**src/rtl/hexuart_tx.sv**
```systemverilog
// hexuart_tx: buffered hex-word printer over an 8N1 UART TX line.
// Define HEXTX_PREFIX_EN to precede every word with "0x".
module hexuart_tx #(
    parameter int DIGIT      = 8,
    parameter int WCNT       = 868,
    parameter int DEPTH_LOG  = 3,
    parameter int LINE_WORDS = 4
) (
    input  logic               CLK,
    input  logic               RST_X,
    input  logic [DIGIT*4-1:0] DATA,
    input  logic               WE,
    output logic               READY,
    output logic               IDLE,
    output logic               TXD
);

    localparam int DW    = DIGIT * 4;
    localparam int DEPTH = 1 << DEPTH_LOG;
    localparam int CNTW  = DEPTH_LOG + 1;
    localparam int CW    = (WCNT > 1) ? $clog2(WCNT) : 1;

    localparam logic [CNTW-1:0] DEPTH_C  = CNTW'(DEPTH);
    localparam logic [CW-1:0]   BIT_LAST = CW'(WCNT - 1);
    localparam logic [7:0]      DIG8     = 8'(DIGIT);
    localparam logic [15:0]     LW16     = 16'(LINE_WORDS);

`ifdef HEXTX_PREFIX_EN
    localparam logic [7:0] PFX = 8'd2;
`else
    localparam logic [7:0] PFX = 8'd0;
`endif

    localparam logic [1:0] S_IDLE = 2'd0;
    localparam logic [1:0] S_LOAD = 2'd1;
    localparam logic [1:0] S_SEND = 2'd2;

    logic [DW-1:0]        r_mem [DEPTH];
    logic [DEPTH_LOG-1:0] r_wptr;
    logic [DEPTH_LOG-1:0] r_rptr;
    logic [CNTW-1:0]      r_count;
    logic                 r_ready;

    logic [1:0]           r_state;
    logic [DW-1:0]        r_shift;
    logic                 r_crlf;
    logic [15:0]          r_line_cnt;
    logic [7:0]           r_char_idx;
    logic [7:0]           r_tx_byte;
    logic [3:0]           r_bit_idx;
    logic [CW-1:0]        r_bit_cnt;
    logic                 r_txd;

    logic                 w_push;
    logic                 w_pop;
    logic                 w_bit_end;
    logic                 w_end_word;
    logic [CNTW-1:0]      w_count_next;
    logic [7:0]           w_off;
    logic [7:0]           w_nchars;
    logic [3:0]           w_nib;
    logic [7:0]           w_char;
    logic [15:0]          w_line_next;

    assign w_push      = WE && r_ready;
    assign w_bit_end   = (r_bit_cnt == BIT_LAST);
    assign w_nchars    = PFX + DIG8 + 8'd1 + {7'd0, r_crlf};
    assign w_end_word  = (r_state == S_SEND) && w_bit_end &&
                         (r_bit_idx == 4'd9) && (r_char_idx == w_nchars);
    assign w_pop       = (r_count != '0) && ((r_state == S_IDLE) || w_end_word);
    assign w_line_next = r_line_cnt + 16'd1;

    always_comb begin
        w_count_next = r_count;
        if (w_push && !w_pop) begin
            w_count_next = r_count + CNTW'(1);
        end else if (!w_push && w_pop) begin
            w_count_next = r_count - CNTW'(1);
        end
    end

    // Character list of the latched word: [prefix] digits terminator [LF].
    // Offsetting by PFX makes prefix indices wrap above the digit range.
    always_comb begin
        w_off  = r_char_idx - PFX;
        w_nib  = r_shift[DW-1 -: 4];
        w_char = 8'h20;
        if (w_off < DIG8) begin
            w_char = (w_nib < 4'd10) ? (8'h30 + {4'h0, w_nib}) : (8'h57 + {4'h0, w_nib});
        end else if (w_off == DIG8) begin
            w_char = r_crlf ? 8'h0D : 8'h20;
        end else if (w_off == DIG8 + 8'd1) begin
            w_char = 8'h0A;
        end else begin
            w_char = r_char_idx[0] ? 8'h78 : 8'h30;
        end
    end

    always_ff @(posedge CLK) begin
        if (w_push) begin
            r_mem[r_wptr] <= DATA;
        end
    end

    always_ff @(posedge CLK) begin
        if (!RST_X) begin
            r_wptr     <= '0;
            r_rptr     <= '0;
            r_count    <= '0;
            r_ready    <= 1'b1;
            r_state    <= S_IDLE;
            r_shift    <= '0;
            r_crlf     <= 1'b0;
            r_line_cnt <= '0;
            r_char_idx <= '0;
            r_tx_byte  <= '0;
            r_bit_idx  <= '0;
            r_bit_cnt  <= '0;
            r_txd      <= 1'b1;
        end else begin
            r_count <= w_count_next;
            r_ready <= (w_count_next != DEPTH_C);
            if (w_push) begin
                r_wptr <= r_wptr + DEPTH_LOG'(1);
            end

            case (r_state)
                S_LOAD: begin
                    r_state   <= S_SEND;
                    r_tx_byte <= w_char;
                    r_txd     <= 1'b0;
                    r_bit_cnt <= '0;
                    r_bit_idx <= '0;
                end
                S_SEND: begin
                    if (!w_bit_end) begin
                        r_bit_cnt <= r_bit_cnt + CW'(1);
                    end else begin
                        r_bit_cnt <= '0;
                        if (r_bit_idx == 4'd9) begin
                            if (r_char_idx == w_nchars) begin
                                r_state <= S_IDLE;
                            end else begin
                                r_tx_byte <= w_char;
                                r_txd     <= 1'b0;
                                r_bit_idx <= '0;
                            end
                        end else if (r_bit_idx == 4'd8) begin
                            // Advance to the next character during the stop bit
                            r_txd      <= 1'b1;
                            r_bit_idx  <= 4'd9;
                            r_char_idx <= r_char_idx + 8'd1;
                            if (w_off < DIG8) begin
                                r_shift <= r_shift << 4;
                            end
                        end else begin
                            r_txd     <= r_tx_byte[0];
                            r_tx_byte <= {1'b0, r_tx_byte[7:1]};
                            r_bit_idx <= r_bit_idx + 4'd1;
                        end
                    end
                end
                default: begin
                end
            endcase

            if (w_pop) begin
                r_state    <= S_LOAD;
                r_rptr     <= r_rptr + DEPTH_LOG'(1);
                r_shift    <= r_mem[r_rptr];
                r_char_idx <= '0;
                if (LINE_WORDS == 0) begin
                    r_crlf <= 1'b0;
                end else if (w_line_next == LW16) begin
                    r_crlf     <= 1'b1;
                    r_line_cnt <= '0;
                end else begin
                    r_crlf     <= 1'b0;
                    r_line_cnt <= w_line_next;
                end
            end
        end
    end

    assign READY = r_ready;
    assign IDLE  = (r_state == S_IDLE) && (r_count == '0);
    assign TXD   = r_txd;

endmodule

```
**config.mk**
```make
export PLATFORM = sky130hd
export DESIGN_NAME = hexuart_tx
export DESIGN_NICKNAME = d
export VERILOG_FILES = /design/src/rtl/hexuart_tx.sv
export SDC_FILE = /design/constraint.sdc
export NUM_CORES = 1
export LEC_CHECK = 0
export CAP_MARGIN = 30
export CORE_UTILIZATION = 55
export DETAILED_ROUTE_END_ITERATION = 7
export GPL_TIMING_DRIVEN = 0
export PLACE_DENSITY_LB_ADDON = 0.1
export SYNTH_ARGS = -nofsm -noshare
export SYNTH_HDL_FRONTEND = slang
export SYNTH_SLANG_ARGS = --single-unit
```
**constraint.sdc**
```tcl
create_clock -name CLK -period 7.8 [get_ports CLK]
set_clock_uncertainty 0.05 [all_clocks]
set_input_delay 1.56 -clock CLK [delete_from_list [all_inputs] [get_ports CLK]]
set_output_delay 1.56 -clock CLK [all_outputs]
set_load 0.02 [all_outputs]
```
; ---- Yosys cells after proc, flatten, opt, wreduce, memory -nomap -nowiden
; Memory sizes are Yosys's and may differ from the RTL's. A register that Yosys moved wholly into a read port is not among the register bits.
; Index checks and enable logic that the tools add are counted.
[op_classes]
bitwise = 2
eq_ne = 19
add_sub_neg = 11
n_div = 0
mux = 42
order_cmp = 2
multipliers = 0
n_shift = 0
reduce_logical = 27
[op_table]
columns = op, count
row1 = two-way mux 32 bit, 6
row2 = two-way mux 8 bit, 6
row3 = two-way mux 4 bit, 6
row4 = two-way mux 7 bit, 3
row5 = case mux 10 bit (2 select lines), 1
row6 = "adder 16 x 1 -> 16 bit, second input constant", 1
row7 = "equality test 16 x 3 -> 1 bit, second input constant", 1
row8 = "equality test 8 x 4 -> 1 bit, second input constant", 2
row9 = two-way mux 16 bit, 1
row10 = case mux 8 bit (2 select lines), 1
row11 = AND reduction 4 bit, 4
row12 = "adder 10 x 1 -> 10 bit, second input constant", 1
row13 = "equality test 10 bit, second input constant", 1
row14 = two-way mux 10 bit, 1
row15 = nonzero test 2 bit, 5
row16 = "!= test 3 bit, second input constant", 3
row17 = "adder 4 x 1 -> 4 bit, second input constant", 2
row18 = "adder 7 x 4 -> 8 bit, first input constant", 1
row19 = "adder 8 x 1 -> 8 bit, second input constant", 1
row20 = "equality test 4 bit, second input constant", 2
row21 = equality test 8 x 5 -> 1 bit, 1
row22 = logical AND 1 bit, 8
row23 = "< comparator 8 x 4 -> 1 bit, second input constant", 1
row24 = two-way mux 1 bit, 8
row25 = other kinds (27), 36
[word_totals]
mem_count = 1
out_inout_bits = 3
latchBits = 0
register_bits = 93
romBits = 0
ram_bits = 256
input_bits = 35
[memory_table]
columns = memory, words, word_bits, rd, rd_ports_with_merged_regs, write_ports, line
row1 = r_mem, 8, 32, 1, 1, 1, 38  ; logic [DW-1:0] r_mem [DEPTH];

; ---- Depth between registers and ports, before layout
; Gate-level depths: netlist (run 1).
[logic_depth]
depth_word = 10
mapped_depth = 10
mapped_depth_nobuf = 8

; ---- Least setup slack after synthesis (run 1)
; OpenSTA, ideal clock, no wires.
[synth_timing]
path_kind = input -> register
from = in WE
to = mem r_mem[2][0] in the netlist's numbering (enable)
setup_slack_ps = 2090
path_stages = 2
arrival_ps = 5147
path_buffers = 0
cell_sequence = nand2_1 -> nor4b_1
[synth_via]
elab_chain_len = 3
[synth_rtl]
columns = item, line
row1 = start: declaration, 12  ; input logic WE,
row2 = logical AND 1 bit, 65  ; assign w_push = WE && r_ready;
row3 = two-way mux 1 bit, 100  ; if (w_push) begin
row4 = two-way mux 1 bit (not written as such), 101  ; r_mem[r_wptr] <= DATA;
row5 = end: declaration, 38
; No other way between the ends.

; ---- Worst setup path after layout (run 1)
[layout_timing]
from = reg r_count[1]
to = out IDLE
[layout_via]
elab_chain_len = 2
[layout_rtl]
columns = item, line
row1 = start: declaration, 41  ; logic [CNTW-1:0] r_count;
row2 = start signal: assignment, 121  ; r_count <= w_count_next;
row3 = logical NOT 4 bit, 186  ; assign IDLE = (r_state == S_IDLE) && (r_count == '0);
row4 = logical AND 1 bit, 186
row5 = end: declaration, 14  ; output logic IDLE,
; No other way between the ends.

==> impl_metrics.yaml, run 1 <==
clocking:
  ctsHoldBuffers: 0
  worst_setup_hold_path_clk_slew_ps: 60
  cts_buffer_depth: 3
  cts_root_buf: "clkbuf_16"
  clk-insertion-delay-late_ps: 520
  ctsResizeCount: 0
  cts.sinks: 351
  htree_num_levels: 2
  cts_made_buffers: 37
  cts_setup_buffers: 0
  cts_tree: "done"
floorplanning:
  fp.dieH_um: 164.7
  die_w_um: 164.7
  boundaryPins: 38
  coreArea_mm2: 0.02598
  row_count: 59
  die_area_mm2: 0.02714
  start_util: 0.5605
logic_synthesis:
  synth_compound_area_frac: 0.06649
  yosys_warnings: 0
  synth_xor_area_frac: 0.02500
  syn_nets: 1034
  synth-simple-area-share: 0.1077
  postSynthCellCount: 983
  synth_top_family_by_area: "simple AND/OR/NAND/NOR gates"
  synthFlopType: "edfxtp_1"
  avgSynthCellArea_um2: 14.82
  yosysUniqueCellTypes: 66
  muxShareOfSynthArea: 0.1063
  ys_seq_area_frac: 0.6584
  synth_edf_count: 256
  synthesis.area_mm2: 0.01457
  ys_seq_elements: 351
  synth_fa_ha_area_frac: 0.01374
  synthArstFlopShare: 0
route:
  drt-vias-per-instance: 6.006
  vias: 8703
  ant_nets: 0
  first_pass_iters: 5
  drtIter0Drc: 775
  avgRoutedWirePerCell_um: 20.89
  drc: 0
  wl_um: 30270
layout:
  syn_to_final_growth_pct: 15.60
  stdcell_count: 1449
  utilization: 0.6480
  layout-drive-gt1-share: 0.1643
  num-nets-final: 1140
  diodes: 0
power_and_ir_drop:
  powerDensity_mw_per_mm2: 312.0
  leakage_nw: 5.393
  peakVddDrop_mv: 0.2195
  p_int_mw: 3.687
  p_total_mw: 5.254
  net-switching-power_mw: 1.567
  seqPwrFrac: 0.429
  power.share.clock: 0.312
  p_sw_frac: 0.2983
  comb_power_share: 0.259
worst_setup_path:
  critPathRequiredTime_ps: 6190
  critical_path.max_stage_delay_ps: 620
  rrSetupSlack_ps: 4710
  crit_path_start_kind: "flop"
  r2r-start: "r_char_idx[0]"
  crit_slowest_cell: "clkbuf_1"
  end_kind: "primary output"
  cp.arrival_ps: 3340
  crit_path_max_fanout: 10
  critPathKind: "reg -> out"
  r2r-end: "r_shift[27]"
  crit_path_frequent_cell: "clkbuf_1"
  rr_worst_depth: 8
  cp_cell_sequence: "inv_1 > ha_1 > nand2b_1 > nor2_1 > clkbuf_1 > clkbuf_1 > and2_1 > clkdlybuf4s50_1"
timing:
  period_share: 0.6346
  min_period_ps: 4950
  final.setup.tns_ps: 0
  relSlewSlack: 0.3311
  fmax_mhz: 202.0
  hold_viol_final: 0
  rsz0062_at_grt: "false"
  setup_viol: 0
  worst_pin_slew_ps: 997.9
  drv_slew: 0
global_route:
  grt_pass1_wl_um: 47670
  antenna_found_initial: 0
  grt_pass1_vias: 8482
  grt_util_all_layers: 0.2351
  overflow: 0
  grt_max_degree: 19
place:
  portBuffers: 37
  place_congestion: 0.8349
  dp_hpwl_um: 20590
  place_inst: 1385
min_path:
  hold_path_startpoint: "r_shift[2]"
  min_path_type: "reg -> reg"
  min_path_cells: 2
  hold_end: "r_shift[2]"
run_status:
  status: "finished, final reports clean"
flow_run:
  maxCapViolations: 0
synthesized netlist by cell type, types with 4 or more instances:
library cell | number | area, um2
or3_1 | 4 | 25.02
xor2_1 | 11 | 96.34
nand4_1 | 10 | 62.56
buf_1 | 5 | 18.77
ha_1 | 16 | 200.2
nor3_1 | 14 | 70.07
xnor2_1 | 28 | 245.2
nand3_1 | 46 | 230.2
mux2i_1 | 4 | 40.04
inv_1 | 13 | 48.80
clkbuf_1 | 44 | 165.2
mux2_2 | 6 | 67.56
and4_1 | 5 | 43.79
mux4_2 | 64 | 1441
nand2b_1 | 5 | 31.28
nor4b_1 | 6 | 52.55
and3_1 | 4 | 25.02
nor2_1 | 66 | 247.7
buf_2 | 11 | 55.05
and2_1 | 7 | 43.79
dfxtp_1 | 95 | 1902
edfxtp_1 | 256 | 7687
o21ai_0 | 9 | 45.04
a311oi_1 | 32 | 280.3
a21oi_1 | 25 | 125.1
a211oi_1 | 34 | 255.2
nand2_1 | 71 | 266.5
nor2b_1 | 32 | 200.2
final cells by class:
cell class,instances,area [um2]
Buffer,63,272.8
Sequential cell,351,9589
Clock inverter,19,147.6
Clock buffer,45,965.9
Inverter,14,52.55
Tap cell,335,419.2
Timing Repair Buffer,67,694.4
Fill cell,1897,9148
Multi-Input combinational cell,555,4696
per-stage QoR:
stage	hold slack (ps)	worst slack [ps]	instance area [um2]
2_1_floorplan	391.5	2090	14570
3_3_place_gp	406.3	-1695	15350
3_5_place_dp	415.4	3330	15720
4_1_cts	425.4	2824	16840
5_1_grt	442.5	2658	16840
6_report	427.9	2850	16840
cell families (layout without fill, tap and decap cells):
group / after synthesis / after routing
adder cells (fa/ha/maj): 16 / 16
multiplexers: 74 / 74
flip-flops: 351 / 351
XOR/XNOR: 40 / 40
AND/OR/NAND/NOR: 295 / 295
buffers and inverters: 77 / 208
AO/OA/AOI/OAI: 130 / 130
layer usage:
| metal | global-route usage | vias up | part of all wire |
|---|---|---|---|
| li1 | - | 4051 | - |
| met1 | 0.3325 | 4386 | 0.45 |
| met2 | 0.3759 | 217 | 0.48 |
| met3 | 0.04018 | 49 | 0.051 |
| met4 | 0.07048 | 0 | 0.025 |
| met5 | 0 | - | 0 |
worst max path at each step:
stage	from	end	slack, ps	cells past startpoint
after CTS	r_count[1]	IDLE	2820	8
after global routing	r_count[0]	IDLE	2660	8
after detailed placement	WE	r_mem[6][2]	3330	7
final	r_count[1]	IDLE	2850	8
after global placement	WE	r_mem[2][22]	-1690	3
after floorplan	WE	r_mem[2][0]	2090	2
state kept, by name, indices dropped and copies added, names as in the netlist, named ones only:
register    flops
READY           1
r_rptr          3
r_bit_idx       4
r_line_cnt     16
r_bit_cnt      10
r_crlf          1
TXD             1
r_wptr          3
r_count         4
r_mem         256
r_char_idx      8
r_tx_byte       7
r_state         2
r_shift        32
layout by cell type (no fill, tap or decap), drive strengths merged, types with 14 or more instances in the layout:
cell type / instances
clkdlybuf4s50: 37
a21oi: 26
edfxtp: 256
a211oi: 34
nand2: 71
buf: 49
xnor2: 28
nor2b: 32
a311oi: 32
nor2: 66
clkinv: 14
dfxtp: 95
nor3: 14
nand3: 46
mux4: 64
ha: 16
inv: 15
clkbuf: 89
power groups by stage:
stage	clock network (mW)	logic, mW	registers, mW
after detailed placement	0	1.36	2.29
final	1.64	1.36	2.26
after CTS	1.67	1.37	2.25
after global placement	0	1.32	2.30
after global routing	1.74	1.48	2.27
after floorplan	0	0.956	2.28
worst max-delay path: cells and delay by family (launching register included):
kind	cells	cell delay (ps)
buf+inv	4	1790
simple gates	3	430
flops	1	360
fa+ha+maj	1	220
Power figures use the tool's default switching activity.
==> run 2: changes to the inputs <==
==> constraint.sdc (replaced) <==
create_clock -name CLK -period 4.8 [get_ports CLK]
set_clock_uncertainty 0.05 [all_clocks]
set_input_delay 0.96 -clock CLK [delete_from_list [all_inputs] [get_ports CLK]]
set_output_delay 0.96 -clock CLK [all_outputs]
set_load 0.02 [all_outputs]
==> impl_metrics.yaml, run 2 (synthesis results as in run 1) <==
layout:
  diodes: 0
  n_fill_cell: 1881
  num-nets-final: 1142
  layout-drive-gt1-share: 0.1649
  largestRegisters: "r_mem: 256 flops, r_shift: 32 flops, r_line_cnt: 16 flops"
  regMostFlops: "r_mem"
  final_common_cell: "edfxtp_1"
  mostFrequentLayoutCells: "edfxtp_1, dfxtp_1, nand2_1"
  fin_area_mm2: 0.01695
  stdcell_count: 1451
  utilization: 0.6524
  largest_reg_flops: 256
  syn_to_final_growth_pct: 16.39
timing:
  drv_slew: 0
  min_period_ps: 4333
  rsz0062_at_grt: "false"
  fin_ws_ps: 466.9
  relSlewSlack: 0.3911
  setup_viol: 0
  fmax_mhz: 230.8
  final.setup.tns_ps: 0
  fin_hold_ws_ps: 427.4
  period_share: 0.9027
  worst_pin_slew_ps: 913.3
  hold_viol_final: 0
global_route:
  grt_pass1_wl_um: 48130
  grtUsageMet1: 0.3363
  grt.busiest_layer: "met2"
  grt_pass1_vias: 8521
  grt_util_all_layers: 0.2365
  antenna_found_initial: 0
  overflow: 0
  grt_use_met3: 0.03918
  grt_max_degree: 23
  gr-usage-met2: 0.3766
floorplanning:
  coreArea_mm2: 0.02598
  boundaryPins: 38
  fp.dieH_um: 164.7
  die_w_um: 164.7
  die_area_mm2: 0.02714
  row_count: 59
  start_util: 0.5605
place:
  post_dp_cell_area_mm2: 0.01572
  place_congestion: 0.8426
  dp_hpwl_um: 20630
  pre_cts_ws_ps: 1000
  place_inst: 1384
  portBuffers: 37
worst_setup_path:
  r2r-end: "r_shift[8]"
  rrSetupSlack_ps: 1730
  cp-endpoint: "IDLE"
  rr_worst_depth: 8
  crit_path_start_kind: "flop"
  r2r-start: "r_char_idx[0]"
  cp-startpoint: "r_count[0]"
  cp.arrival_ps: 3320
  end_kind: "primary output"
  critPathRequiredTime_ps: 3790
  critPathKind: "reg -> out"
  crit_path_max_fanout: 10
power_and_ir_drop:
  powerDensity_mw_per_mm2: 513.7
  p_total_mw: 8.708
  leakage_nw: 5.438
  peakVddDrop_mv: 0.4988
clocking:
  cts_setup_buffers: 0
  ctsHoldBuffers: 0
  htree_num_levels: 2
  ctsResizeCount: 0
  cts_tree: "done"
  clk-insertion-delay-late_ps: 520
  cts_root_buf: "clkbuf_16"
  cts_buffer_depth: 3
  worst_setup_hold_path_clk_slew_ps: 60
  cts_made_buffers: 38
  cts.sinks: 351
route:
  wl_um: 30430
  first_pass_iters: 8
  avgRoutedWirePerCell_um: 20.97
  vias: 8619
  drt-vias-per-instance: 5.940
  drc: 0
  ant_nets: 0
  drtIter0Drc: 826
flow_run:
  maxCapViolations: 0
min_path:
  min_path_type: "reg -> reg"
run_status:
  status: "finished, final reports clean"
==> run 2: area by class of cell <==
| type | count | area [um2] | area share |
|---|---|---|---|
| Buffer | 63 | 272.8 | 0.01609 |
| Timing Repair Buffer | 68 | 713.2 | 0.04207 |
| Clock inverter | 16 | 177.7 | 0.01048 |
| Tap cell | 335 | 419.2 | 0.02473 |
| Clock buffer | 49 | 1023 | 0.06037 |
| Sequential cell | 351 | 9589 | 0.5657 |
| Multi-Input combinational cell | 555 | 4705 | 0.2775 |
| Inverter | 14 | 52.55 | 0.003100 |
==> run 2: layer usage <==
layer / vias up / wire length [um]
met4: 0 / 687
li1: 4036 / -
met5: - / 0
met2: 233 / 14460
met3: 53 / 1469
met1: 4297 / 13810
==> run 2: worst max-delay path: stages, from the launching register on <==
cell and delay [ps]:
dfxtp_1 370, inv_1 80, ha_1 210, nand2b_1 110, nor2_1 130, clkbuf_1 480, clkbuf_1 620, and2_1 220
clkdlybuf4s50_1 590
==> run 2: how the worst min path moves through the flow <==
stage	startpoint	end	slack (ps)	depth (start not counted)
after global placement	r_shift[1]	r_shift[1]	410	2
after global routing	r_shift[0]	r_shift[0]	440	2
after detailed placement	r_shift[1]	r_shift[1]	410	2
final	r_shift[1]	r_shift[1]	430	2
after floorplan	r_tx_byte[3]	r_tx_byte[3]	390	2
after CTS	r_shift[1]	r_shift[1]	420	2
==> run 2: power breakdown <==
| group | total (mW) | leakage [nW] | switching, mW | internal, mW |
|---|---|---|---|---|
| clock network | 2.81 | 0.580 | 1.14 | 1.67 |
| logic | 2.23 | 1.76 | 1.29 | 0.939 |
| registers | 3.67 | 3.10 | 0.138 | 3.53 |
